## config.mk

```make
export PLATFORM = sky130hd
export DESIGN_NAME = program_loader
export DESIGN_NICKNAME = d
export VERILOG_FILES = /design/src/rtl/program_loader.sv
export SDC_FILE = /design/constraint.sdc
export NUM_CORES = 1
export LEC_CHECK = 0
export ABC_AREA = 1
export CORE_ASPECT_RATIO = 0.75
export CORE_MARGIN = 2
export CORE_UTILIZATION = 44
export CTS_CLUSTER_DIAMETER = 50
export DETAILED_ROUTE_END_ITERATION = 8
export DONT_BUFFER_PORTS = 1
export PLACE_DENSITY = 0.58
export SYNTH_ARGS = -nofsm -noshare
export SYNTH_HDL_FRONTEND = slang
export SYNTH_SLANG_ARGS = --single-unit
export TNS_END_PERCENT = 50
```

## constraint.sdc

```tcl
create_clock -name CLK -period 2.7 [get_ports CLK]
set_clock_uncertainty 0.05 [all_clocks]
set_input_delay 0.27 -clock CLK [delete_from_list [all_inputs] [get_ports CLK]]
set_output_delay 0.27 -clock CLK [all_outputs]
set_load 0.1 [all_outputs]
```

## src/rtl/program_loader.sv

```systemverilog
// rtl/program_loader.sv - boot-time framed byte stream loader into main memory
// Holds the CPU in reset until a frame with a good checksum has been written.
module program_loader #(
  parameter logic [15:0] BASE_ADDR = 16'h0000,
  parameter logic [15:0] ADDR_STEP = 16'd2,
  parameter int unsigned MAX_WORDS = 500
) (
  input  logic        CLK,
  input  logic        RESET_N,
  input  logic        START,
  input  logic [7:0]  RX_DATA,
  input  logic        RX_VALID,
  output logic        RX_READY,
  output logic [15:0] LD_ADDR,
  output logic [15:0] LD_DATA,
  output logic        LD_WE,
  output logic        CPU_HOLD,
  output logic        DONE,
  output logic [1:0]  ERROR,
  output logic [15:0] WORD_CNT
);

  typedef enum logic [3:0] {
    S_IDLE    = 4'd0,
    S_LEN_LO  = 4'd1,
    S_LEN_HI  = 4'd2,
    S_DATA_LO = 4'd3,
    S_DATA_HI = 4'd4,
    S_WRITE   = 4'd5,
    S_CHECK   = 4'd6,
    S_DONE    = 4'd7,
    S_ERR     = 4'd8
  } state_t;

  localparam logic [1:0] ERR_NONE = 2'b00;
  localparam logic [1:0] ERR_LEN  = 2'b01;
  localparam logic [1:0] ERR_SUM  = 2'b10;

  state_t      r_state;
  state_t      w_next;
  logic [7:0]  r_sum;
  logic [7:0]  r_len_lo;
  logic [15:0] r_len;
  logic [7:0]  r_lo;
  logic [15:0] r_ld_addr;
  logic [15:0] r_ld_data;
  logic [15:0] r_word_cnt;
  logic [1:0]  r_error;

  logic        w_rx_ready;
  logic        w_take;
  logic        w_start_ok;
  logic [15:0] w_len_full;
  logic        w_len_over;
  logic [15:0] w_cnt_next;
  logic [7:0]  w_sum_next;
  logic [15:0] w_addr;

  assign w_take     = RX_VALID && w_rx_ready;
  assign w_start_ok = START && (r_state == S_IDLE || r_state == S_DONE || r_state == S_ERR);
  assign w_len_full = {RX_DATA, r_len_lo};
  assign w_len_over = {16'd0, w_len_full} > MAX_WORDS;
  assign w_cnt_next = r_word_cnt + 16'd1;
  assign w_sum_next = r_sum + RX_DATA;
  assign w_addr     = BASE_ADDR + r_word_cnt * ADDR_STEP;

  always_ff @(posedge CLK or negedge RESET_N) begin
    if (!RESET_N) begin
      r_state <= S_IDLE;
    end else begin
      r_state <= w_next;
    end
  end

  always_comb begin
    w_next = r_state;
    case (r_state)
      S_IDLE, S_DONE, S_ERR: begin
        if (START) w_next = S_LEN_LO;
      end
      S_LEN_LO: begin
        if (w_take) w_next = S_LEN_HI;
      end
      S_LEN_HI: begin
        if (w_take) begin
          if (w_len_over)               w_next = S_ERR;
          else if (w_len_full == 16'd0) w_next = S_CHECK;
          else                          w_next = S_DATA_LO;
        end
      end
      S_DATA_LO: begin
        if (w_take) w_next = S_DATA_HI;
      end
      S_DATA_HI: begin
        if (w_take) w_next = S_WRITE;
      end
      S_WRITE: begin
        w_next = (w_cnt_next == r_len) ? S_CHECK : S_DATA_LO;
      end
      S_CHECK: begin
        if (w_take) w_next = (w_sum_next == 8'h00) ? S_DONE : S_ERR;
      end
      default: w_next = S_IDLE;
    endcase
  end

  always_comb begin
    w_rx_ready = 1'b0;
    LD_WE      = 1'b0;
    DONE       = 1'b0;
    CPU_HOLD   = 1'b1;
    case (r_state)
      S_LEN_LO, S_LEN_HI, S_DATA_LO, S_DATA_HI, S_CHECK: w_rx_ready = 1'b1;
      S_WRITE: LD_WE = 1'b1;
      S_DONE: begin
        DONE     = 1'b1;
        CPU_HOLD = 1'b0;
      end
      default: ;
    endcase
  end

  // Address and data are latched as the high byte arrives so they are stable for the whole WRITE cycle.
  always_ff @(posedge CLK or negedge RESET_N) begin
    if (!RESET_N) begin
      r_sum      <= 8'h00;
      r_len_lo   <= 8'h00;
      r_len      <= 16'd0;
      r_lo       <= 8'h00;
      r_ld_addr  <= 16'd0;
      r_ld_data  <= 16'd0;
      r_word_cnt <= 16'd0;
      r_error    <= ERR_NONE;
    end else if (w_start_ok) begin
      r_sum      <= 8'h00;
      r_word_cnt <= 16'd0;
      r_error    <= ERR_NONE;
    end else begin
      if (w_take) r_sum <= w_sum_next;
      case (r_state)
        S_LEN_LO: begin
          if (w_take) r_len_lo <= RX_DATA;
        end
        S_LEN_HI: begin
          if (w_take) begin
            r_len <= w_len_full;
            if (w_len_over) r_error <= ERR_LEN;
          end
        end
        S_DATA_LO: begin
          if (w_take) r_lo <= RX_DATA;
        end
        S_DATA_HI: begin
          if (w_take) begin
            r_ld_data <= {RX_DATA, r_lo};
            r_ld_addr <= w_addr;
          end
        end
        S_WRITE: r_word_cnt <= w_cnt_next;
        S_CHECK: begin
          if (w_take && w_sum_next != 8'h00) r_error <= ERR_SUM;
        end
        default: ;
      endcase
    end
  end

  assign RX_READY = w_rx_ready;
  assign LD_ADDR  = r_ld_addr;
  assign LD_DATA  = r_ld_data;
  assign WORD_CNT = r_word_cnt;
  assign ERROR    = r_error;

endmodule

```

==> run metrics, run 1 <==
run status finished, final reports clean; Rel. slew slack 0.381; footprint of the flip-flops and latches 0.00233 mm2; Layout fillers 1025; Critical Path RT 2.94 ns; sequential element share of the synthesized area 0.486; RSZ-0062 raised after global routing no; net switching power figure 0.00312 W; global router's overall resource usage 0.213; most prevalent standard cell on the critical path nand2_1; vias per cell 5.18; reported leakage power 2.70 nW; Die Outline Area 0.0117 mm2; initial antenna violation count 0; wire length reported by the detailed router 11700 um; Std-Cell Rows 32; post-CTS setup buffer count 0; critical path cell sequence ha_1 > fa_1 > xnor2_1 > nand2_1 > nor3_1 > nand4_1 > nand2_1 > inv_1 > nand2_1 > nand2_1 > nand2_1; vias in the first global route 3928; Max stage delay cell, worst path fa_1; Clk pwr share 0.213; xor and xnor fraction of the mapped netlist area 0.00732; DRC 0; sequential power share 0.487; WL per Instance 15.2 um; startpoint of the worst-slack reg-to-reg timing path r_sum[0]$_DFFE_PN0P_; port buffer count 0; Yosys cell types 35; critical-path maximum fanout 3; classification of the worst-slack hold path primary input to flop; CTS H-tree lvls 3; drt first pass iters 4; number of instances in the synthesized netlist 606; Max-Cap Viols 0; transition time of the tightest slew-check pin 0.928 ns; post-route clock period utilization 0.823; via count 4002; Ant. Diodes 0; chip height 94.3 um; pin count of the biggest net entering global routing 94; final number of setup-violating endpoints 0; Max Buffers Root-to-Sink 2; post-CTS sizing 0; Reg-to-Reg End r_state[2]$_DFFE_PN0P_; final net count 652; post-synthesis share of cell area spent on and, or, nand and nor gates 0.287; CP endpoint r_state[2]$_DFFE_PN0P_; area of the multi-input gates 0.00210 mm2; Avg Synthesized Cell Area 7.90 um2; total CTS buffers 9; total of flip-flops plus latches after synthesis 93; Period minus WS final 2.22 ns; worst reg-to-reg path cell count 11; Crit. End Element flop; Netlist Area Pre-Place 0.00478 mm2; Register-to-Register Setup Slack 0.48 ns; biggest cell delay along the critical path 0.43 ns; total count of hold-check failures in the final report 0; most common cell after layout, fill and taps aside nand2_1; global placer's final weighted congestion 0.907; Floorplan Core Area 0.0105 mm2; fraction of final layout cells sized beyond drive strength 1 0.115; clock slew at reported path FFs 0.07 ns; dominant combinational cell family by area after synthesis simple AND/OR/NAND/NOR gates; I/O pins 66; data arrival time of the critical path 2.46 ns; Die Width 124 um; Critical path origin r_sum[0]$_DFFE_PN0P_; Peak VDD IR 880 uV; Sum Neg Setup Slack 0 ns; Iteration-0 DRC Markers 333; achievable clock frequency 0.450 GHz; CTS tree yes; fin. max-slew vios 0; Detail Route Antenna Nets 0; dpl cells 754; grt total ovfl 0; Comb power frac 0.300; Mapped Nets 627; fraction of the mapped netlist area in compound gates 0.0975; placed wire-length estimate after detailed placement 8590 um; share of synthesized cell area in full adder, half adder and majority cells 0.0251; Area growth syn-to-layout 13.5%; top library cells by usage in the layout, fill and taps aside nand2_1, dfrtp_1, inv_1, o21ai_0, nand3_1; startpoint kind of the worst setup timing path flop; warning count from the yosys run 0; critical path start-end classification flop to flop; clock latency on the worst-skew pair 0.34 ns; Root Driver clkbuf_16; first-pass GRT wire length 19700 um; Internal Dissipation 0.00318 W; switching portion of total power 0.495; Power Dens Cells 1160 mW/mm2; multiplexer fraction of the synthesized cell area 0.0212; filler-free cell count of the finished design 772; CTS sink cnt 93; Initial Util 0.458
## timing repair
action / 4_1_cts / 5_1_grt
endpoints found under the hold margin: 93 / 0
setup endpoints to repair: 0 / 0
hold buffers: 2 / 0
## flip-flops by register name (all words and copies together) (netlist names)
name / cells
r_state: 4
r_len_lo: 8
WORD_CNT: 16
r_len: 16
LD_DATA: 16
ERROR: 2
LD_ADDR: 15
r_lo: 8
r_sum: 8
## cells by family (layout without fill, tap and decap cells)
family	count (synthesis)	count (layout)
simple gates	314	314
flops	93	93
compound gates	88	88
buf+inv	88	118
fa+ha+maj	9	9
mux	9	9
xor+xnor	4	4
other cells	1	1
## critical path: cells and delay by family (launching register included)
family                   cells  cell delay, ns
AND/OR/NAND/NOR              7            0.83
buffers and inverters        1            0.04
XOR/XNOR                     1            0.22
adder cells (fa/ha/maj)      2            0.64
flip-flops                   1            0.39
## per-stage QoR
stage                     worst slack, ns  hold slack [ns]   util  area (um2)  power (W)
after floorplan                     0.157          -0.0756      -        4780    0.00451
after global placement              0.547          -0.0733  0.486        5080    0.00491
after detailed placement            0.512          -0.0738  0.486        5080    0.00494
after CTS                           0.486            0.121  0.520        5430    0.00635
after global routing                0.289            0.127  0.520        5430    0.00674
final                               0.477            0.142  0.520        5430    0.00629
## cell type report
type                    count  share of cell area
flip-flops and latches     93               0.429
multi-input cells         425               0.388
inverters                  73              0.0505
repair buffers             29              0.0442
clock buffers               9              0.0415
well taps                 136              0.0313
clock inverters             7              0.0164
## how the worst min path moves through the flow
stage                from                 endpoint  slack, ns  cells past startpoint
2_1_floorplan     RESET_N     ERROR[0]$_DFFE_PN0P_      -0.08                      0
3_3_place_gp      RESET_N  LD_ADDR[13]$_DFFE_PN0P_      -0.07                      0
3_5_place_dp      RESET_N  LD_ADDR[13]$_DFFE_PN0P_      -0.07                      0
4_1_cts        RX_DATA[0]      r_lo[0]$_DFFE_PN0P_       0.12                      2
5_1_grt        RX_DATA[0]      r_lo[0]$_DFFE_PN0P_       0.13                      2
6_report       RX_DATA[0]      r_lo[0]$_DFFE_PN0P_       0.14                      2
## layer usage
| metal | share of wire | GRT usage |
|---|---|---|
| met1 | 0.50 | 0.311 |
| met4 | 0.0032 | 0.0655 |
| met5 | 0 | 0 |
| met3 | 0.072 | 0.0587 |
| met2 | 0.43 | 0.307 |
## cell usage after synthesis
cell type / number / area share
nand2_1: 192 / 0.15
dfrtp_1: 93 / 0.49
inv_1: 66 / 0.052
nand3_1: 47 / 0.049
o21ai_0: 47 / 0.049
nor2_1: 37 / 0.029
o21ai_1: 21 / 0.022
nand4_1: 15 / 0.020
o22ai_1: 9 / 0.012
buf_2: 8 / 0.0084
ha_1: 8 / 0.021
a21oi_1: 7 / 0.0073
inv_2: 7 / 0.0055
mux2_2: 5 / 0.012
nor2_4: 5 / 0.012
clkbuf_1: 4 / 0.0031
mux2_1: 4 / 0.0094
nand3b_1: 4 / 0.0063
nor3_1: 4 / 0.0042
nand2_2: 3 / 0.0039
xnor2_1: 3 / 0.0055
buf_4: 2 / 0.0031
nor2_2: 2 / 0.0026
or2_2: 2 / 0.0026
a21boi_0: 1 / 0.0016
a21boi_1: 1 / 0.0016
a22oi_2: 1 / 0.0026
buf_6: 1 / 0.0024
conb_1: 1 / 0.00078
fa_1: 1 / 0.0042
nand3_2: 1 / 0.0021
nor3_2: 1 / 0.0021
nor3_4: 1 / 0.0034
o211ai_1: 1 / 0.0016
xor2_1: 1 / 0.0018
## power groups by stage
stage / sequential (W) / clock [W] / combinational (W)
after floorplan: 0.00315 / 0 / 0.00136
after CTS: 0.00307 / 0.00138 / 0.00190
final: 0.00307 / 0.00134 / 0.00189
after global routing: 0.00313 / 0.00144 / 0.00216
after global placement: 0.00308 / 0 / 0.00183
after detailed placement: 0.00309 / 0 / 0.00185
Note: power is estimated with default switching activity, not from simulation.
==> inputs of run 2 (changes only) <==
Clock period 2.7 ns to 2.3 ns, I/O delays scaled along.
==> run metrics, run 2 (same netlist as run 1, synthesis figures left out) <==
switching portion of total power 0.487; chip height 94.3 um; reported leakage power 2.81 nW; pin count of the biggest net entering global routing 94; startpoint kind of the worst setup timing path flop; Clk pwr share 0.184; global placer's final weighted congestion 0.880; Die Width 124 um; most common cell after layout, fill and taps aside nand2_1; post-CTS setup buffer count 0; Internal Dissipation 0.00380 W; placed wire-length estimate after detailed placement 8620 um; post-route clock period utilization 0.951; achievable clock frequency 0.457 GHz; transition time of the tightest slew-check pin 0.909 ns; initial antenna violation count 0; fraction of final layout cells sized beyond drive strength 1 0.162; wire length reported by the detailed router 11900 um; violations in the final reports hold timing; critical path start-end classification flop to flop; Rel. slew slack 0.394; CTS sink cnt 93; critical-path maximum fanout 3; sequential power share 0.347; Max Buffers Root-to-Sink 2; first-pass GRT wire length 20200 um; Peak VDD IR 913 uV; I/O pins 66; Crit. End Element flop; port buffer count 0; filler-free cell count of the finished design 798; net switching power figure 0.00361 W; fin. max-slew vios 0; classification of the worst-slack hold path primary input to asynchronous set/reset pin; total count of hold-check failures in the final report 93; total CTS buffers 9; Comb power frac 0.469; data arrival time of the critical path 2.41 ns; Initial Util 0.458; vias in the first global route 4063; Register-to-Register Setup Slack 0.11 ns; Period minus WS final 2.19 ns; Iteration-0 DRC Markers 280; clock latency on the worst-skew pair 0.34 ns; WHS -0.459 ns; Sum Neg Setup Slack 0 ns; clock slew at reported path FFs 0.07 ns; dpl cells 782; core utilization of the finished layout 0.537; final net count 678; WL per Instance 14.9 um; Root Driver clkbuf_16; final number of setup-violating endpoints 0; Max-Cap Viols 0; CTS tree yes; vias per cell 5.27; top library cells by usage in the layout, fill and taps aside nand2_1, dfrtp_1, inv_1, buf_4; Floorplan Core Area 0.0105 mm2; Area growth syn-to-layout 17.3%; Ant. Diodes 0; grt total ovfl 0; Power Dens Cells 1320 mW/mm2; Detail Route Antenna Nets 0; global router's overall resource usage 0.215; via count 4202; CTS H-tree lvls 3; drt first pass iters 5; Std-Cell Rows 32; Die Outline Area 0.0117 mm2; Critical Path RT 2.52 ns; run status finished, violations left; DRC 0
## run 2: cell count changes in the layout (fill, tap and decap cells not counted), moves of 2 or more
cell      before  now
buf_12         0    2
buf_4         27   53
clkbuf_1       0    2
dfrtp_1       93   86
dfrtp_2        0    7
inv_8          3    0
## run 2: per-layer routing
layer	up-vias	global-route usage	wire, um
li1	2071	-	-
met1	1975	0.309	5750
met2	146	0.321	5140
met3	10	0.0615	854
met4	0	0.0543	114
met5	-	0	0
## run 2: per-stage QoR
stage / power, W / hold WS (ns) / cell area (um2) / setup slack, ns
after global placement: 0.00598 / -0.113 / 5320 / 0.161
final: 0.00742 / -0.459 / 5610 / 0.113
after detailed placement: 0.00604 / -0.113 / 5320 / 0.0961
after floorplan: 0.00529 / -0.116 / 4790 / -0.0252
after global routing: 0.00792 / -0.481 / 5610 / -0.0434
after CTS: 0.00742 / -0.471 / 5590 / 0.0725
## run 2: final timing paths
kind                                           start                      end  depth (start not counted)
worst max register to register  r_sum[0]$_DFFE_PN0P_   r_state[0]$_DFFE_PN0P_                         11
worst min register to register   r_lo[3]$_DFFE_PN0P_      r_lo[3]$_DFFE_PN0P_                          2
max in group asynchronous                    RESET_N  WORD_CNT[6]$_DFFE_PN0P_                          0
worst min-delay path                         RESET_N  LD_ADDR[10]$_DFFE_PN0P_                          0
min in group CLK                          RX_DATA[0]  r_len_lo[0]$_DFFE_PN0P_                          2
worst max-delay path            r_sum[0]$_DFFE_PN0P_   r_state[0]$_DFFE_PN0P_                         11
## run 2: power groups by stage
stage               Clock (W)  Sequential, W  Combinational, W
floorplan                   0        0.00370           0.00159
global placement            0        0.00259           0.00340
detailed placement          0        0.00260           0.00345
CTS                   0.00139        0.00257           0.00346
global route          0.00147        0.00264           0.00382
finish                0.00136        0.00257           0.00348
## run 2: repair_timing
action | CTS | global route
setup endpoints to repair | 0 | 5
gates resized for setup | 0 | 3
endpoints found under the hold margin | 93 | 93
## run 2: worst max-delay path, stage by stage, from the launching register on
cell and delay (ns):
dfrtp_1 0.38, ha_1 0.21, fa_1 0.46, xnor2_2 0.23
nand2_1 0.09, nor3_2 0.23, nand4_1 0.19, nand2_1 0.09
inv_1 0.04, nand2_1 0.05, nand2_1 0.05, nand2_1 0.05
## run 2: final cells by class
type                            count  area (um2)
Inverter                           73         274
Fill cell                         980        4840
Timing Repair Buffer               55         438
Multi-Input combinational cell    425        2120
Clock inverter                      5        37.5
Tap cell                          136         170
Sequential cell                    93        2340
Clock buffer                       11         233
